## config.mk

```make
export PLATFORM = sky130hd
export DESIGN_NAME = bcd_updown_timer_flat
export DESIGN_NICKNAME = d
export VERILOG_FILES = /design/src/rtl/bcd_pkg.sv /design/src/rtl/bcd_updown_timer_if.sv /design/src/rtl/bcd_digit.sv /design/src/rtl/bcd_updown_timer.sv /design/src/flat_wrapper.sv
export SDC_FILE = /design/constraint.sdc
export NUM_CORES = 1
export LEC_CHECK = 0
export CORE_ASPECT_RATIO = 1.25
export CORE_MARGIN = 2
export CORE_UTILIZATION = 44
export DETAILED_ROUTE_END_ITERATION = 16
export HOLD_SLACK_MARGIN = 0.15
export PLACE_DENSITY_LB_ADDON = 0.25
export SYNTH_ARGS = -nofsm -noshare
export SYNTH_HDL_FRONTEND = slang
export SYNTH_SLANG_ARGS = --single-unit
```

## constraint.sdc

```tcl
create_clock -name clk -period 2.12 [get_ports clk]
set_input_delay 0.318 -clock clk [delete_from_list [all_inputs] [get_ports clk]]
set_output_delay 0.318 -clock clk [all_outputs]
set_load 0.005 [all_outputs]
```

## src/rtl/bcd_pkg.sv

```systemverilog
// Shared BCD helpers: digit limits, nibble clamp, constant predecessor,
// and the per-edge action encoding used by the up/down timer.
package bcd_pkg;

  localparam logic [3:0] BCD_MAX  = 4'd9;
  localparam logic [3:0] BCD_ZERO = 4'd0;

  // What the timer does on the coming edge, in priority order.
  typedef enum logic [1:0] {
    ACT_HOLD = 2'd0,
    ACT_LOAD = 2'd1,
    ACT_STEP = 2'd2,
    ACT_WRAP = 2'd3
  } act_e;

  // Any nibble above 9 is forced to 9 so the register only ever holds legal BCD.
  function automatic logic [3:0] bcd_clamp(input logic [3:0] nib);
    return (nib > BCD_MAX) ? BCD_MAX : nib;
  endfunction

  // BCD value minus one, up to eight digits. Used at elaboration to find the
  // count that sits one step below a preset.
  function automatic logic [31:0] bcd_pred(input logic [31:0] val);
    logic [31:0] res;
    logic        borrow;
    res    = val;
    borrow = 1'b1;
    for (int i = 0; i < 8; i++) begin
      if (borrow) begin
        if (val[4*i +: 4] == BCD_ZERO) begin
          res[4*i +: 4] = BCD_MAX;
        end else begin
          res[4*i +: 4] = val[4*i +: 4] - 4'd1;
          borrow        = 1'b0;
        end
      end
    end
    return res;
  endfunction

endpackage

```

## src/rtl/bcd_updown_timer_if.sv

```systemverilog
// Control and status bundle of the BCD up/down timer.
// master drives the controls, slave is the timer itself.
interface bcd_updown_timer_if #(
  parameter int DIGITS = 2
);
  logic                  en;
  logic                  up;
  logic                  load;
  logic [4*DIGITS-1:0]   load_val;
  logic [4*DIGITS-1:0]   cnt;
  logic                  tc;
  logic                  done;

  modport master (
    output en, up, load, load_val,
    input  cnt, tc, done
  );

  modport slave (
    input  en, up, load, load_val,
    output cnt, tc, done
  );
endinterface

```

## src/rtl/bcd_digit.sv

```systemverilog
// One decade of the timer: a 0..9 register that loads, increments or
// decrements with 9<->0 rollover, and flags when it sits at 0 or 9.
import bcd_pkg::*;

module bcd_digit (
  input  logic       clk,
  input  logic       rst_n,       // active-high asynchronous reset
  input  logic [3:0] i_rst_val,
  input  logic       i_step,
  input  logic       i_up,
  input  logic       i_load,
  input  logic [3:0] i_load_nib,
  output logic [3:0] o_digit,
  output logic       o_at_min,
  output logic       o_at_max
);

  logic [3:0] r_digit;

  // Decade register: load beats step; rollover keeps the digit in 0..9.
  always_ff @(posedge clk or posedge rst_n) begin
    if (rst_n) begin
      r_digit <= i_rst_val;
    end else if (i_load) begin
      r_digit <= bcd_clamp(i_load_nib);
    end else if (i_step) begin
      if (i_up) begin
        r_digit <= (r_digit >= BCD_MAX) ? BCD_ZERO : r_digit + 4'd1;
      end else begin
        r_digit <= (r_digit == BCD_ZERO) ? BCD_MAX : r_digit - 4'd1;
      end
    end
  end

  assign o_digit  = r_digit;
  assign o_at_min = (r_digit == BCD_ZERO);
  assign o_at_max = (r_digit == BCD_MAX);

endmodule

```

## src/rtl/bcd_updown_timer.sv

```systemverilog
// Parametrised BCD up/down timer. Counts DIGITS decimal digits between 0 and
// PRESET, with load, enable, hold-or-wrap at terminal count, a terminal-count
// level and a registered one-cycle done pulse.
import bcd_pkg::*;

module bcd_updown_timer #(
  parameter int                  DIGITS = 2,
  parameter logic [4*DIGITS-1:0] PRESET = 8'h30,
  parameter bit                  WRAP   = 1'b0
) (
  input  logic             clk,
  input  logic             rst_n,   // active-high asynchronous reset
  bcd_updown_timer_if.slave bus
);

  localparam int                  W           = 4 * DIGITS;
  localparam logic [31:0]         PRESET_32   = 32'(PRESET);
  localparam logic [31:0]         PRED_32     = bcd_pred(PRESET_32);
  // An up step from this value lands exactly on PRESET.
  localparam logic [W-1:0]        PRESET_PRED = PRED_32[W-1:0];
  // A down step from this value lands exactly on zero.
  localparam logic [W-1:0]        CNT_ONE     = W'(1);

  act_e             w_act;
  logic [W-1:0]     w_cnt;
  logic [W-1:0]     w_load_val;
  logic             w_load;
  logic [DIGITS-1:0] w_step;
  logic [DIGITS-1:0] w_at_min;
  logic [DIGITS-1:0] w_at_max;
  logic             w_tc;
  logic             w_lands;
  logic             r_done;

  // Terminal count. All-nines is terminal for any legal preset, so it short-
  // circuits the magnitude compare; all-zeros is the down terminal.
  assign w_tc = bus.up ? ((&w_at_max) || (w_cnt >= PRESET)) : (&w_at_min);

  // Per-edge action: load > enable (step, or wrap/hold at terminal) > hold.
  always_comb begin
    w_act = ACT_HOLD;
    if (bus.load) begin
      w_act = ACT_LOAD;
    end else if (bus.en) begin
      if (!w_tc) begin
        w_act = ACT_STEP;
      end else if (WRAP) begin
        w_act = ACT_WRAP;
      end
    end
  end

  // Wrap reuses the digit load path with the opposite end of the range.
  always_comb begin
    w_load_val = bus.load_val;
    if (w_act == ACT_WRAP) begin
      w_load_val = bus.up ? '0 : PRESET;
    end
  end

  assign w_load = (w_act == ACT_LOAD) || (w_act == ACT_WRAP);

  // Ripple enables: a digit moves only when every lower digit is about to roll.
  always_comb begin
    w_step    = '0;
    w_step[0] = (w_act == ACT_STEP);
    for (int i = 1; i < DIGITS; i++) begin
      w_step[i] = w_step[i-1] & (bus.up ? w_at_max[i-1] : w_at_min[i-1]);
    end
  end

  // A step lands on terminal when it starts one below it in the step direction.
  assign w_lands = bus.up ? (w_cnt == PRESET_PRED) : (w_cnt == CNT_ONE);

  // done pulses on the edge a counting step reaches terminal; never on load/wrap.
  always_ff @(posedge clk or posedge rst_n) begin
    if (rst_n) begin
      r_done <= 1'b0;
    end else begin
      r_done <= (w_act == ACT_STEP) && w_lands;
    end
  end

  for (genvar g = 0; g < DIGITS; g++) begin : g_digit
    bcd_digit u_digit (
      .clk        (clk),
      .rst_n      (rst_n),
      .i_rst_val  (PRESET[4*g +: 4]),
      .i_step     (w_step[g]),
      .i_up       (bus.up),
      .i_load     (w_load),
      .i_load_nib (w_load_val[4*g +: 4]),
      .o_digit    (w_cnt[4*g +: 4]),
      .o_at_min   (w_at_min[g]),
      .o_at_max   (w_at_max[g])
    );
  end

  assign bus.cnt  = w_cnt;
  assign bus.tc   = w_tc;
  assign bus.done = r_done;

endmodule

```

## src/flat_wrapper.sv

```systemverilog
// flat-port wrapper written by rule: the top's interface ports become plain ports
module bcd_updown_timer_flat 
#(
  parameter int                  DIGITS = 2,
  parameter logic [4*DIGITS-1:0] PRESET = 8'h30,
  parameter bit                  WRAP   = 1'b0
)
  (clk, rst_n, bus_en, bus_up, bus_load, bus_load_val, bus_cnt, bus_tc, bus_done);
  bcd_updown_timer_if #(.DIGITS(DIGITS)) bus_i ();
  input  logic clk;
  input  logic rst_n;
  input wire logic [$bits(bus_i.en)-1:0] bus_en;
  input wire logic [$bits(bus_i.up)-1:0] bus_up;
  input wire logic [$bits(bus_i.load)-1:0] bus_load;
  input wire logic [$bits(bus_i.load_val)-1:0] bus_load_val;
  output wire logic [$bits(bus_i.cnt)-1:0] bus_cnt;
  output wire logic [$bits(bus_i.tc)-1:0] bus_tc;
  output wire logic [$bits(bus_i.done)-1:0] bus_done;
  assign bus_i.en = bus_en;
  assign bus_i.up = bus_up;
  assign bus_i.load = bus_load;
  assign bus_i.load_val = bus_load_val;
  assign bus_cnt = bus_i.cnt;
  assign bus_tc = bus_i.tc;
  assign bus_done = bus_i.done;
  bcd_updown_timer #(.DIGITS(DIGITS), .PRESET(PRESET), .WRAP(WRAP)) u_core (.clk(clk), .rst_n(rst_n), .bus(bus_i));
endmodule
```

==> impl_metrics.tcl <==
set metrics [dict create \
    status "complete, no violations" \
    synthArstFlopShare 1.00 \
    path_cells "inv_1 > ha_4 > nor3b_2 > nand3_1 > nand2_1 > dlygate4sd2_1" \
    max_stage_delay_ns 0.53 \
    wl_um 2700 \
    swShare 0.363 \
    cp_data_required_time_ns 1.80 \
    grt_max_degree 13 \
    cts_sinks 9 \
    setup_violations 0 \
    grt_usage 0.233 \
    area_growth_pct 38.6 \
    end_kind "output port" \
    cpMaxStageDelayCell "dfstp_2" \
    dr.pass1.iters 5 \
    min_period_over_period 0.933 \
    dieArea_mm2 0.00261 \
    max-clock-path-buffers 2 \
    rrSetupSlack_ns 0.16 \
    cts.clk_slew.worst_paths_ns 0.06 \
    arrival_ns 1.66 \
    synth_top_area_cell "dfrtp_1" \
    p_per_area_mw_per_mm2 527 \
    num-nets-final 171 \
    root_buffer "clkbuf_4" \
    core_area_mm2 0.00214 \
    worst-setup-path-type "reg2out" \
    timing.fmax_mhz 505 \
    p_comb_frac 0.511 \
    finalSetupTns_ns 0 \
    synth_edf_count 0 \
    cts_tree "yes" \
    rsz0062_at_grt "no" \
    crit_cells 6 \
    routed_via_density 6.02 \
    hold_path_class "in2async" \
    ant_nets 0 \
    yosysTopAreaCellShare 0.179 \
    cts_hold_buf 0 \
    port_buffers 22 \
    power.switching_mw 0.258 \
    die_height_um 56.7 \
    worst_pin_slew_ns 0.381 \
    finalMaxSlewViolations 0 \
    fillers 200 \
    r2r_start "u_core.g_digit[1].u_digit.o_digit[0]" \
    syn_area_um2 976 \
    drc 0 \
    n_antenna_cell 0 \
    postSynthCellCount 117 \
    ios 23 \
    p_seq_frac 0.305 \
    critPathLaunchType "flop" \
    power.internal_mw 0.454 \
    seq_area_frac_synth 0.233 \
    relSlewSlack 0.739 \
    ys_top_cells_by_area "dfrtp_1 (18%), ha_1 (7.7%), dfstp_2 (5.4%)" \
    r2r_cells 7 \
    worst_skew_pair.late_latency_ns 0.25 \
    drt_iter0_drc 23 \
    wl_per_cell_um 15.7 \
    critPathBufInv 2 \
    start_util 0.456 \
    leakage_nw 0.539 \
    ys.flop_type "dfrtp_1" \
    gp_congestion 0.917 \
    drv_cap 0 \
    htreeDepth 1 \
    num_vias 1035 \
    fin_util 0.632 \
    die_w_um 46.1 \
    p_clk_frac 0.184 \
    grt_overflow 0 \
    finalHoldViolCount 0 \
    num_rows 19 \
    cp_top_family "flip-flops" \
    skew_ns 0.00188 \
    seq_area_um2 228 \
    syn_nets 136 \
    ys_warn_count 0 \
    drive_above_1_share 0.192 \
    dpl.hpwl_um 2070 \
    p_total_mw 0.713 \
    grt_pass1_wl_um 4600 \
    ir_worst_vdd_uv 418 \
    grt_pass1_vias 1077 \
    synth-seq-cells 9 \
    critical_path_peak_fanout 8 \
    ys_types 47 \
    antenna_found_initial 0 \
    crit-reg2reg-capture "u_core.g_digit[1].u_digit.o_digit[3]" \
    synth.avg_cell_area_um2 8.34 \
    cts_buffers 3 \
    multi_input_area_um2 703 \
    period_minus_slack_ns 1.98 \
]
-- cells by family after synthesis --
kind of cell | synth area share
AND/OR/NAND/NOR | 0.282
buffers and inverters | 0.0641
flip-flops | 0.233
AO/OA/AOI/OAI | 0.344
adder cells (fa/ha/maj) | 0.0769
-- power groups by stage --
stage,Clock (mW),Sequential (mW),Combinational [mW]
2_1_floorplan,0,0.224,0.197
3_3_place_gp,0,0.219,0.350
3_5_place_dp,0,0.220,0.355
4_1_cts,0.132,0.218,0.363
5_1_grt,0.147,0.221,0.402
6_report,0.131,0.217,0.364
-- stage by stage --
step           hold WS (ns)  instance area [um2]  worst slack [ns]  cells
5_1_grt               0.367                 1350           0.00138    172
3_3_place_gp          0.551                 1300            0.0201    167
3_5_place_dp          0.566                 1300            0.0105    167
4_1_cts               0.326                 1350             0.137    172
6_report              0.321                 1350             0.142    172
2_1_floorplan         0.144                  976             0.110    117
-- area by class of cell --
cell class              count  area share
well taps                  21      0.0194
multi-input cells          92       0.520
clock buffers               4      0.0194
repair buffers             38       0.251
flip-flops and latches      9       0.168
inverters                   8      0.0222
-- what timing repair did --
action / CTS / global route
setup endpoints to repair: 1 / 0
setup buffers: 1 / 0
gates resized for setup: 4 / 0
-- synth_stat cells (all sizes together), types with 3 or more instances --
| cell | number |
|---|---|
| o31ai | 4 |
| and3 | 3 |
| and2 | 4 |
| nor4 | 3 |
| nand2b | 3 |
| a311o | 3 |
| nor2 | 8 |
| dfrtp | 7 |
| o21bai | 3 |
| or3b | 3 |
| clkbuf | 6 |
| a21oi | 4 |
| inv | 8 |
| nor3 | 3 |
| nand2 | 7 |
| o211ai | 3 |
| ha | 6 |
| nand3b | 3 |
-- worst max path at each step --
| stage | start | end | slack, ns |
|---|---|---|---|
| floorplan | u_core.g_digit[1].u_digit.o_digit[0] | u_core.g_digit[1].u_digit.o_digit[3] | 0.11 |
| global placement | bus_up | bus_tc | 0.02 |
| detailed placement | bus_up | bus_tc | 0.01 |
| CTS | u_core.g_digit[1].u_digit.o_digit[0] | bus_tc | 0.14 |
| global route | u_core.g_digit[1].u_digit.o_digit[0] | u_core.g_digit[1].u_digit.o_digit[0] | 0.001 |
| finish | u_core.g_digit[1].u_digit.o_digit[0] | bus_tc | 0.14 |
-- placed cells by master, fill, tap and decap left out, types with 3 or more instances in the layout --
| cell type | instances |
|---|---|
| a21oi_1 | 4 |
| a311o_1 | 3 |
| and2_1 | 4 |
| and3_1 | 3 |
| buf_4 | 16 |
| clkbuf_4 | 3 |
| clkdlybuf4s50_1 | 21 |
| dfrtp_1 | 7 |
| ha_1 | 5 |
| inv_1 | 8 |
| nand2_1 | 7 |
| nand2b_1 | 3 |
| nand3b_1 | 3 |
| nor2_1 | 8 |
| nor3_1 | 3 |
| nor4_1 | 3 |
| o211ai_1 | 3 |
| o21bai_1 | 3 |
| o31ai_1 | 3 |
-- state kept, by name (all words and copies together), names as in the netlist --
register / count
u_core.g_digit.u_digit.o_digit: 8
u_core.bus.done: 1
-- per-layer routing --
| metal | vias to the layer above | routed length, um | track usage |
|---|---|---|---|
| met1 | 478 | 1160 | 0.292 |
| met2 | 41 | 1390 | 0.381 |
| met5 | - | 0 | 0 |
| met4 | 0 | 38 | 0.0857 |
| met3 | 4 | 114 | 0.0450 |
| li1 | 512 | - | - |
Note: power is estimated with default switching activity, not from simulation.
